$ cat src/rtl/riscv_pkg.sv
// Shared RV32I pipeline definitions.
// Write-back select codes, load funct3 codes and the MEM/WB bundle.
package riscv_pkg;

  localparam logic [1:0] WB_SEL_ALU = 2'b00;
  localparam logic [1:0] WB_SEL_MEM = 2'b01;
  localparam logic [1:0] WB_SEL_PC  = 2'b10;

  localparam logic [2:0] F3_LB  = 3'b000;
  localparam logic [2:0] F3_LH  = 3'b001;
  localparam logic [2:0] F3_LW  = 3'b010;
  localparam logic [2:0] F3_LBU = 3'b100;
  localparam logic [2:0] F3_LHU = 3'b101;

  typedef struct packed {
    logic        valid;
    logic        reg_write;
    logic [1:0]  wb_sel;
    logic [2:0]  funct3;
    logic [4:0]  rd;
    logic [31:0] alu_result;
    logic [31:0] pc_plus4;
  } mem_wb_t;

endpackage

$ cat src/rtl/load_align.sv
// Sub-word load extraction and alignment check.
// Purely combinational; unknown funct3 codes pass the full word.
module load_align
  import riscv_pkg::*;
(
  input  logic [31:0] word,
  input  logic [1:0]  addr,
  input  logic [2:0]  funct3,
  output logic [31:0] data,
  output logic        misaligned
);

  logic [7:0]  b;
  logic [15:0] h;

  always_comb begin
    b          = word[{addr, 3'b000} +: 8];
    h          = addr[1] ? word[31:16] : word[15:0];
    data       = word;
    misaligned = 1'b0;
    unique case (1'b1)
      funct3 == F3_LB:  data = {{24{b[7]}}, b};
      funct3 == F3_LBU: data = {24'd0, b};
      funct3 == F3_LH: begin
        data       = {{16{h[15]}}, h};
        misaligned = addr[0];
      end
      funct3 == F3_LHU: begin
        data       = {16'd0, h};
        misaligned = addr[0];
      end
      funct3 == F3_LW:  misaligned = (addr != 2'b00);
      default: ;
    endcase
  end

endmodule

$ cat src/rtl/wb_stage.sv
// RV32I write-back stage: W register, stall hold buffer,
// load alignment, write-back mux and retired-instruction counter.
module wb_stage
  import riscv_pkg::*;
(
  input  logic        clk,
  input  logic        reset,
  input  logic        in_valid,
  input  logic        in_kill,
  input  logic        in_reg_write,
  input  logic [1:0]  in_wb_sel,
  input  logic [2:0]  in_funct3,
  input  logic [4:0]  in_rd,
  input  logic [31:0] in_alu_result,
  input  logic [31:0] in_pc_plus4,
  input  logic [31:0] mem_data,
  input  logic        hold,
  output logic        rf_we,
  output logic [4:0]  rf_waddr,
  output logic [31:0] rf_wdata,
  output logic        load_misaligned,
  output logic [63:0] instret
);

  mem_wb_t     w;
  logic [31:0] load_buf;
  logic        buf_valid;
  logic [63:0] instret_q;
  logic [31:0] ld_word;
  logic [31:0] ld_data;
  logic        align_mis;
  logic        is_load;
  logic        misaligned;

  assign ld_word    = buf_valid ? load_buf : mem_data;
  assign is_load    = w.valid & (w.wb_sel == WB_SEL_MEM);
  assign misaligned = is_load & align_mis;

  load_align u_align (
    .word       (ld_word),
    .addr       (w.alu_result[1:0]),
    .funct3     (w.funct3),
    .data       (ld_data),
    .misaligned (align_mis)
  );

  always_ff @(posedge clk or negedge reset) begin
    if (!reset) begin
      w         <= '0;
      load_buf  <= '0;
      buf_valid <= 1'b0;
      instret_q <= '0;
    end else if (!hold) begin
      w <= '{
        valid:      in_valid & ~in_kill,
        reg_write:  in_reg_write,
        wb_sel:     in_wb_sel,
        funct3:     in_funct3,
        rd:         in_rd,
        alu_result: in_alu_result,
        pc_plus4:   in_pc_plus4
      };
      buf_valid <= 1'b0;
      if (w.valid & ~misaligned)
        instret_q <= instret_q + 64'd1;
    end else if (is_load & ~buf_valid) begin
      // memory stage moves on during the stall; keep the word it gave us
      load_buf  <= mem_data;
      buf_valid <= 1'b1;
    end
  end

  always_comb begin
    unique case (w.wb_sel)
      WB_SEL_MEM: rf_wdata = ld_data;
      WB_SEL_PC:  rf_wdata = w.pc_plus4;
      default:    rf_wdata = w.alu_result;
    endcase
  end

  assign rf_we = w.valid & w.reg_write & (w.rd != 5'd0)
               & ~hold & ~misaligned;
  assign rf_waddr        = w.rd;
  assign load_misaligned = misaligned;
  assign instret         = instret_q;

endmodule

$ cat config.mk
export PLATFORM = sky130hd
export DESIGN_NAME = wb_stage
export DESIGN_NICKNAME = d
export VERILOG_FILES = /design/src/rtl/riscv_pkg.sv /design/src/rtl/load_align.sv /design/src/rtl/wb_stage.sv
export SDC_FILE = /design/constraint.sdc
export NUM_CORES = 1
export LEC_CHECK = 0
export CORE_AREA = 8 8 167 122
export DETAILED_ROUTE_END_ITERATION = 8
export DIE_AREA = 0 0 175 130
export HOLD_SLACK_MARGIN = 0.02
export PLACE_DENSITY = 0.8
export SLEW_MARGIN = 20
export SYNTH_ARGS = -nofsm -noshare
export SYNTH_HDL_FRONTEND = slang
export SYNTH_SLANG_ARGS = --single-unit
export TNS_END_PERCENT = 5
$ cat constraint.sdc
create_clock -name clk -period 3.3 [get_ports clk]
set_clock_uncertainty 0.15 [all_clocks]
set_input_delay 0.66 -clock clk [delete_from_list [all_inputs] [get_ports clk]]
set_output_delay 0.66 -clock clk [all_outputs]
set_load 0.05 [all_outputs]
==> flow_summary_export.csv, run 1 <==
group,metric,value,unit
outcome,status,"finished with violations",
outcome,violations,"setup timing",
worst_setup_path,critPathArrivalTime,2.59,ns
clock_network,cts_tree,"built",
logic_synthesis,yosysMostFrequentCell,"dfrtp_1",
drt,vias,7118,
worst_setup_path,ff2ff_setup_slack,0.36,ns
floorplan,die_area,22800,um^2
logic_synthesis,syn_area_per_cell,11.1,um^2
worst_setup_path,rr_endpoint,"instret[63]",
pwr,clkPwrFrac,0.345,
floorplan,die_w,175,um
worst_setup_path,end_kind,"output port",
global_routing,grt_antenna_before_repair,1,
logic_synthesis,synth.yosys.warnings,0,
job,cap_violations,0,
drt,wl,27.0,mm
final_layout,final_cells,1271,
clock_network,clock_path_buffers,2,
pwr,total_power,0.00675,W
logic_synthesis,synth.distinct_cells,57,
sta,tightest_slew,1.08,ns
sta,setup_slack,-0.104,ns
sta,hold_viol_final,0,
final_layout,drive_gt1_frac,0.259,
pwr,power_switching,0.00211,W
worst_setup_path,startpoint_type,"input port",
sta,setup_viol,21,
logic_synthesis,synth_edf_count,0,
placement,gp_congestion,0.911,
drt,postRouteAntennaNets,0,
clock_network,cts_hold_buffers,0,
logic_synthesis,yosys_register_bits,173,
drt,routedWlPerCell,21.2,um
min_path,hp-class,"in -> async",
global_routing,grt_pass1_wl,41.7,mm
clock_network,cts-buffers-inserted,17,
drt,drt_iter0_drc,619,
logic_synthesis,synth_nets,903,
final_layout,fill_cells,1264,
pwr,p_int,0.00464,W
sta,layout_min_cycle_time,3.40,ns
sta,fmax,0.294,GHz
sta,fin_tns_setup,-1.37,ns
drt,firstDrtPassIters,7,
clock_network,root_buffer,"clkbuf_16",
global_routing,grt-ovfl-total,0,
logic_synthesis,ys_async_sr_fraction,1.00,
logic_synthesis,syn_inst,788,
sta,period_share,1.03,
pwr,comb_power_share,0.274,
global_routing,grt_pass1_vias,7294,
drt,drc,0,
clock_network,cts_sinks,173,
logic_synthesis,ys_seq_area_frac,0.497,
worst_setup_path,ff2ff_path_depth,6,
worst_setup_path,crit_path_max_fanout,5,
logic_synthesis,synth_commonest_cells,"173 x dfrtp_1, 115 x mux2_2, 88 x nand2_1",
logic_synthesis,synth_top_area_frac,0.497,
sta,relSlewSlack,0.277,
logic_synthesis,synth_ff_type,"dfrtp_1",
floorplan,die_height,130,um
final_layout,synthToLayoutAreaGrowth,40.8,%
clock_network,clock_latency,0.42,ns
final_layout,diodes,0,
pwr,cellLeakagePower,5.26,nW
worst_setup_path,crit_required,2.49,ns
worst_setup_path,crit_type,"in -> out",
floorplan,start_util,0.492,
sta,rsz0062_at_grt,"true",
logic_synthesis,synth_largest_area_cell,"dfrtp_1",
logic_synthesis,syn_area,8710,um^2
worst_setup_path,r2r_start,"instret[2]",
pwr,p_seq_frac,0.381,
global_routing,grt_usage,0.236,
placement,port_buffers,214,
placement,place_hpwl,19.9,mm
placement,placed_cells,1235,
floorplan,fp-row-count,41,
final_layout,nNetsFinal,1138,
sta,drv_slew,0,
pwr,netSwitchingFraction,0.313,
pwr,vdd_ir_drop_max,0.546,mV
pwr,p_per_area,550,nW/um^2
clock_network,htreeDepth,4,
clock_network,path_clk_slew,0.07,ns
floorplan,ios,215,
drt,viasPerCell,5.60,
placement,post-place-ws,-0.428,ns
global_routing,grt_max_degree,79,
floorplan,core_area,17700,um^2
logic_synthesis,synthTopCellsByArea,"dfrtp_1 50%, mux2_2 15%, nand2_1 3.8%",
[layout make-up]
| class | count | area (um^2) | share of cell area |
|---|---|---|---|
| timing repair buffer | 268 | 2720 | 0.221 |
| clock buffer | 17 | 425 | 0.0347 |
| clock inverter | 14 | 253 | 0.0206 |
| multi-input combinational | 550 | 4190 | 0.342 |
| tap | 236 | 295 | 0.0241 |
| inverter | 13 | 48.8 | 0.00398 |
| sequential | 173 | 4330 | 0.353 |
[power by group through the flow]
stage	clock [W]	combinational, W	sequential (W)
finish	0.00233	0.00185	0.00257
global placement	0	0.00176	0.00258
CTS	0.00236	0.00182	0.00256
detailed placement	0	0.00178	0.00260
global route	0.00246	0.00196	0.00260
floorplan	0	0.000988	0.00263
[state kept, by name, indices dropped and copies added, names as in the netlist]
register,flops
buf_valid,1
instret,64
load_buf,32
rf_waddr,5
w,71
[layout by cell type (no fill, tap or decap), types with 17 or more instances in the layout]
master,instances
clkdlybuf4s50_1,175
dfrtp_1,170
mux2_2,115
nand2_1,88
buf_4,57
nor2_1,50
xnor2_1,37
a21oi_1,33
xor2_1,26
mux2i_1,22
nand3_1,22
nand4_1,18
buf_6,18
clkbuf_16,17
[through the flow]
| stage | utilization | area [um^2] | hold WS, ns |
|---|---|---|---|
| after floorplan | - | 8720 | 0.214 |
| after global placement | 0.643 | 11400 | 0.311 |
| after detailed placement | 0.643 | 11400 | 0.309 |
| after CTS | 0.687 | 12200 | 0.145 |
| after global routing | 0.693 | 12300 | 0.180 |
| final | 0.693 | 12300 | 0.137 |
[critical path, stage by stage]
cell and delay [ns]:
clkdlybuf4s15_1 0.20, mux4_2 0.48, nand2b_4 0.16, a31o_4 0.25, o21ai_4 0.20, buf_6 0.17
a21oi_1 0.05, a211o_1 0.25, buf_6 0.16
[per-layer routing]
| metal | track usage | up-vias | wire length (um) |
|---|---|---|---|
| met2 | 0.358 | 281 | 12000 |
| met5 | 0 | - | 10 |
| met1 | 0.316 | 3548 | 12000 |
| li1 | - | 3260 | - |
| met4 | 0.0626 | 2 | 441 |
| met3 | 0.0869 | 27 | 2560 |
[cells by family (layout without fill, tap and decap cells)]
group                      after synthesis  after routing  share of synthesized area
buffers and inverters                   65            312                     0.0333
AOI/OAI and AO/OA                      100            100                     0.0757
adders and majority gates                3              3                    0.00431
muxes                                  143            143                      0.188
and+or+nand+nor                        241            241                      0.138
xor gates and xnor gates                63             63                     0.0634
DFF                                    173            173                      0.497
[worst max path at each step]
stage / from / end / slack (ns)
5_1_grt: buf_valid / rf_wdata[22] / -0.18
3_3_place_gp: mem_data[31] / rf_wdata[22] / -0.39
2_1_floorplan: mem_data[7] / rf_wdata[24] / -0.24
4_1_cts: buf_valid / rf_wdata[16] / -0.19
3_5_place_dp: mem_data[15] / rf_wdata[16] / -0.43
6_report: mem_data[15] / rf_wdata[22] / -0.10
[what timing repair did]
action / 4_1_cts / 5_1_grt
hold endpoints to repair: 0 / 0
resized for setup: 25 / 21
endpoints found under the setup margin: 30 / 31
setup buffers: 2 / 2
pin swaps: 3 / 8
cloned: 1 / 0
Note: power is estimated with default switching activity, not from simulation.
==> run 2, diff against run 1 <==
Settings changed: RECOVER_POWER set to 50.
==> run 2 against run 1 <==
The flow finishes with violations (capacitance limit, slew limit, setup timing). Cell area fell by 0.33%. Global-route usage stayed put. Count of clock-buffer cells in the layout unchanged. Hold slack better by 0.19 ns. Clock power is essentially flat. Sequential share of layout area rose by 0.12 points. Register-to-register slack better by 0.02 ns. Core utilization decreased by 0.23 points. Setup slack worse by 0.0080 ns. Critical endpoint unchanged. Largest power group unchanged. Highest routed layer unchanged.
==> flow_summary_export.csv, run 2 (synthesis results as in run 1) <==
group,metric,value,unit
worst_setup_path,cpPeakStageDelay,0.48,ns
pwr,p_int,0.00464,W
sta,rsz0062_at_grt,"true",
worst_setup_path,end_kind,"output port",
final_layout,largest_register_ffs,71,
final_layout,drive_gt1_frac,0.256,
final_layout,layout_commonest_cell,"clkdlybuf4s50_1",
pwr,clkPwrFrac,0.345,
pwr,netSwitchingFraction,0.313,
global_routing,grt_max_degree,79,
clock_network,cts_hold_buffers,0,
drt,postRouteAntennaNets,0,
floorplan,ios,215,
final_layout,nNetsFinal,1138,
final_layout,regArea,4330,um^2
clock_network,cts_sinks,173,
global_routing,grt_pass1_wl,41.7,mm
global_routing,grt_antenna_before_repair,1,
placement,gp_congestion,0.911,
placement,place_hpwl,19.9,mm
drt,viasPerCell,5.61,
pwr,p_seq_frac,0.381,
clock_network,path_clk_slew,0.07,ns
worst_setup_path,critPathArrivalTime,2.60,ns
min_path,hp-class,"reg -> reg",
worst_setup_path,critical_path.most_common_cell,"buf_6",
drt,drt_iter0_drc,657,
floorplan,core_area,17700,um^2
clock_network,htreeDepth,4,
sta,tightest_slew,2.11,ns
pwr,vdd_ir_drop_max,0.546,mV
worst_setup_path,crit_path_max_fanout,5,
sta,drv_slew,156,
clock_network,root_buffer,"clkbuf_16",
sta,relSlewSlack,-0.404,
drt,wl,26.9,mm
final_layout,synthToLayoutAreaGrowth,40.3,%
sta,setup_slack,-0.112,ns
worst_setup_path,slowest_stage,"mux4_2",
pwr,comb_power_share,0.274,
outcome,violations,"capacitance limit, slew limit, setup timing",
floorplan,die_w,175,um
global_routing,grt_usage,0.236,
final_layout,regMostFlops,"w",
clock_network,cts-buffers-inserted,17,
global_routing,grt_pass1_vias,7294,
global_routing,grt-ovfl-total,0,
pwr,p_per_area,552,nW/um^2
clock_network,clock_latency,0.43,ns
final_layout,multiInputGateArea,4190,um^2
drt,vias,7125,
drt,firstDrtPassIters,4,
final_layout,fin_util,0.691,
final_layout,fill_cells,1272,
job,cap_violations,2,
final_layout,final_cells,1271,
placement,placed_area,11400,um^2
sta,setup_viol,22,
worst_setup_path,crit_required,2.49,ns
placement,placed_cells,1235,
worst_setup_path,startpoint_type,"input port",
floorplan,die_height,130,um
final_layout,stdcell_area,12200,um^2
sta,fmax,0.293,GHz
clock_network,clock_path_buffers,2,
floorplan,fp-row-count,41,
pwr,power_switching,0.00211,W
worst_setup_path,crit_type,"in -> out",
drt,routedWlPerCell,21.2,um
pwr,cellLeakagePower,5.24,nW
clock_network,cts_tree,"built",
placement,port_buffers,214,
sta,hold_viol_final,0,
final_layout,diodes,0,
sta,layout_min_cycle_time,3.41,ns
final_layout,final_cell_mix,"175 x clkdlybuf4s50_1, 170 x dfrtp_1, 115 x mux2_2, 88 x nand2_1, 51 x buf_4",
floorplan,die_area,22800,um^2
floorplan,start_util,0.492,
drt,drc,0,
sta,period_share,1.03,
worst_setup_path,critical_path.cell_chain,"clkdlybuf4s15_1 > mux4_2 > nand2b_4 > a31o_4 > o21ai_4 > buf_6 > a21oi_1 > a211o_1 > buf_6",
outcome,status,"finished with violations",
## run 2: path summary, 6_finish.rpt
check | startpoint | endpoint | slack (ns) | depth (start not counted)
max | mem_data[15] | rf_wdata[22] | -0.11 | 9
min | instret[63] | instret[63] | 0.33 | 1
max reg2reg | instret[2] | instret[63] | 0.38 | 6
min reg2reg | instret[63] | instret[63] | 0.33 | 1
max in group asynchronous | reset | w[6] | 0.47 | 2
min in group asynchronous | reset | buf_valid | 0.65 | 1
## run 2: critical path, delay by kind of cell
kind / cells / cell delay, ns
AOI/OAI and AO/OA: 4 / 0.76
muxes: 1 / 0.48
buffers and inverters: 3 / 0.54
and+or+nand+nor: 1 / 0.16
## run 2: layer usage
metal  GRT usage  wire [um]
met5           0         10
met4      0.0626        439
met3      0.0869       2680
met2       0.358      12000
met1       0.316      11800
## run 2: cell type report
cell class                      count  area share
Clock buffer                       17      0.0348
Clock inverter                     14      0.0207
Timing Repair Buffer              268       0.219
Tap cell                          236      0.0242
Sequential cell                   173       0.354
Inverter                           13     0.00399
Multi-Input combinational cell    550       0.343
## run 2: through the flow
| stage | setup TNS (ns) | setup WS, ns | total power [W] | hold slack [ns] |
|---|---|---|---|---|
| final | -1.49 | -0.112 | 0.00675 | 0.329 |
| after global routing | -5.70 | -0.185 | 0.00702 | 0.354 |
| after CTS | -3.12 | -0.194 | 0.00675 | 0.145 |
| after detailed placement | -7.19 | -0.428 | 0.00437 | 0.309 |
| after global placement | -6.27 | -0.386 | 0.00434 | 0.311 |
| after floorplan | -2.10 | -0.236 | 0.00361 | 0.214 |
## run 2: repair_timing
item / 4_1_cts / 5_1_grt
gates resized for setup: 25 / 21
gates cloned: 1 / 0
endpoints found under the setup margin: 30 / 31
pin swaps: 3 / 8
buffers inserted: 2 / 2
endpoints found under the hold margin: 0 / 0
## run 2: power groups by stage
stage | combinational, W | sequential (W) | clock (W)
6_report | 0.00185 | 0.00257 | 0.00233
5_1_grt | 0.00196 | 0.00260 | 0.00246
4_1_cts | 0.00182 | 0.00256 | 0.00236
3_5_place_dp | 0.00178 | 0.00260 | 0
3_3_place_gp | 0.00176 | 0.00258 | 0
2_1_floorplan | 0.000988 | 0.00263 | 0
==> run 3, diff against run 2 <==
Settings changed: CAP_MARGIN set to 20.
==> results of run 3 <==
Final layout, timing and power as in run 2 (identical DEF).
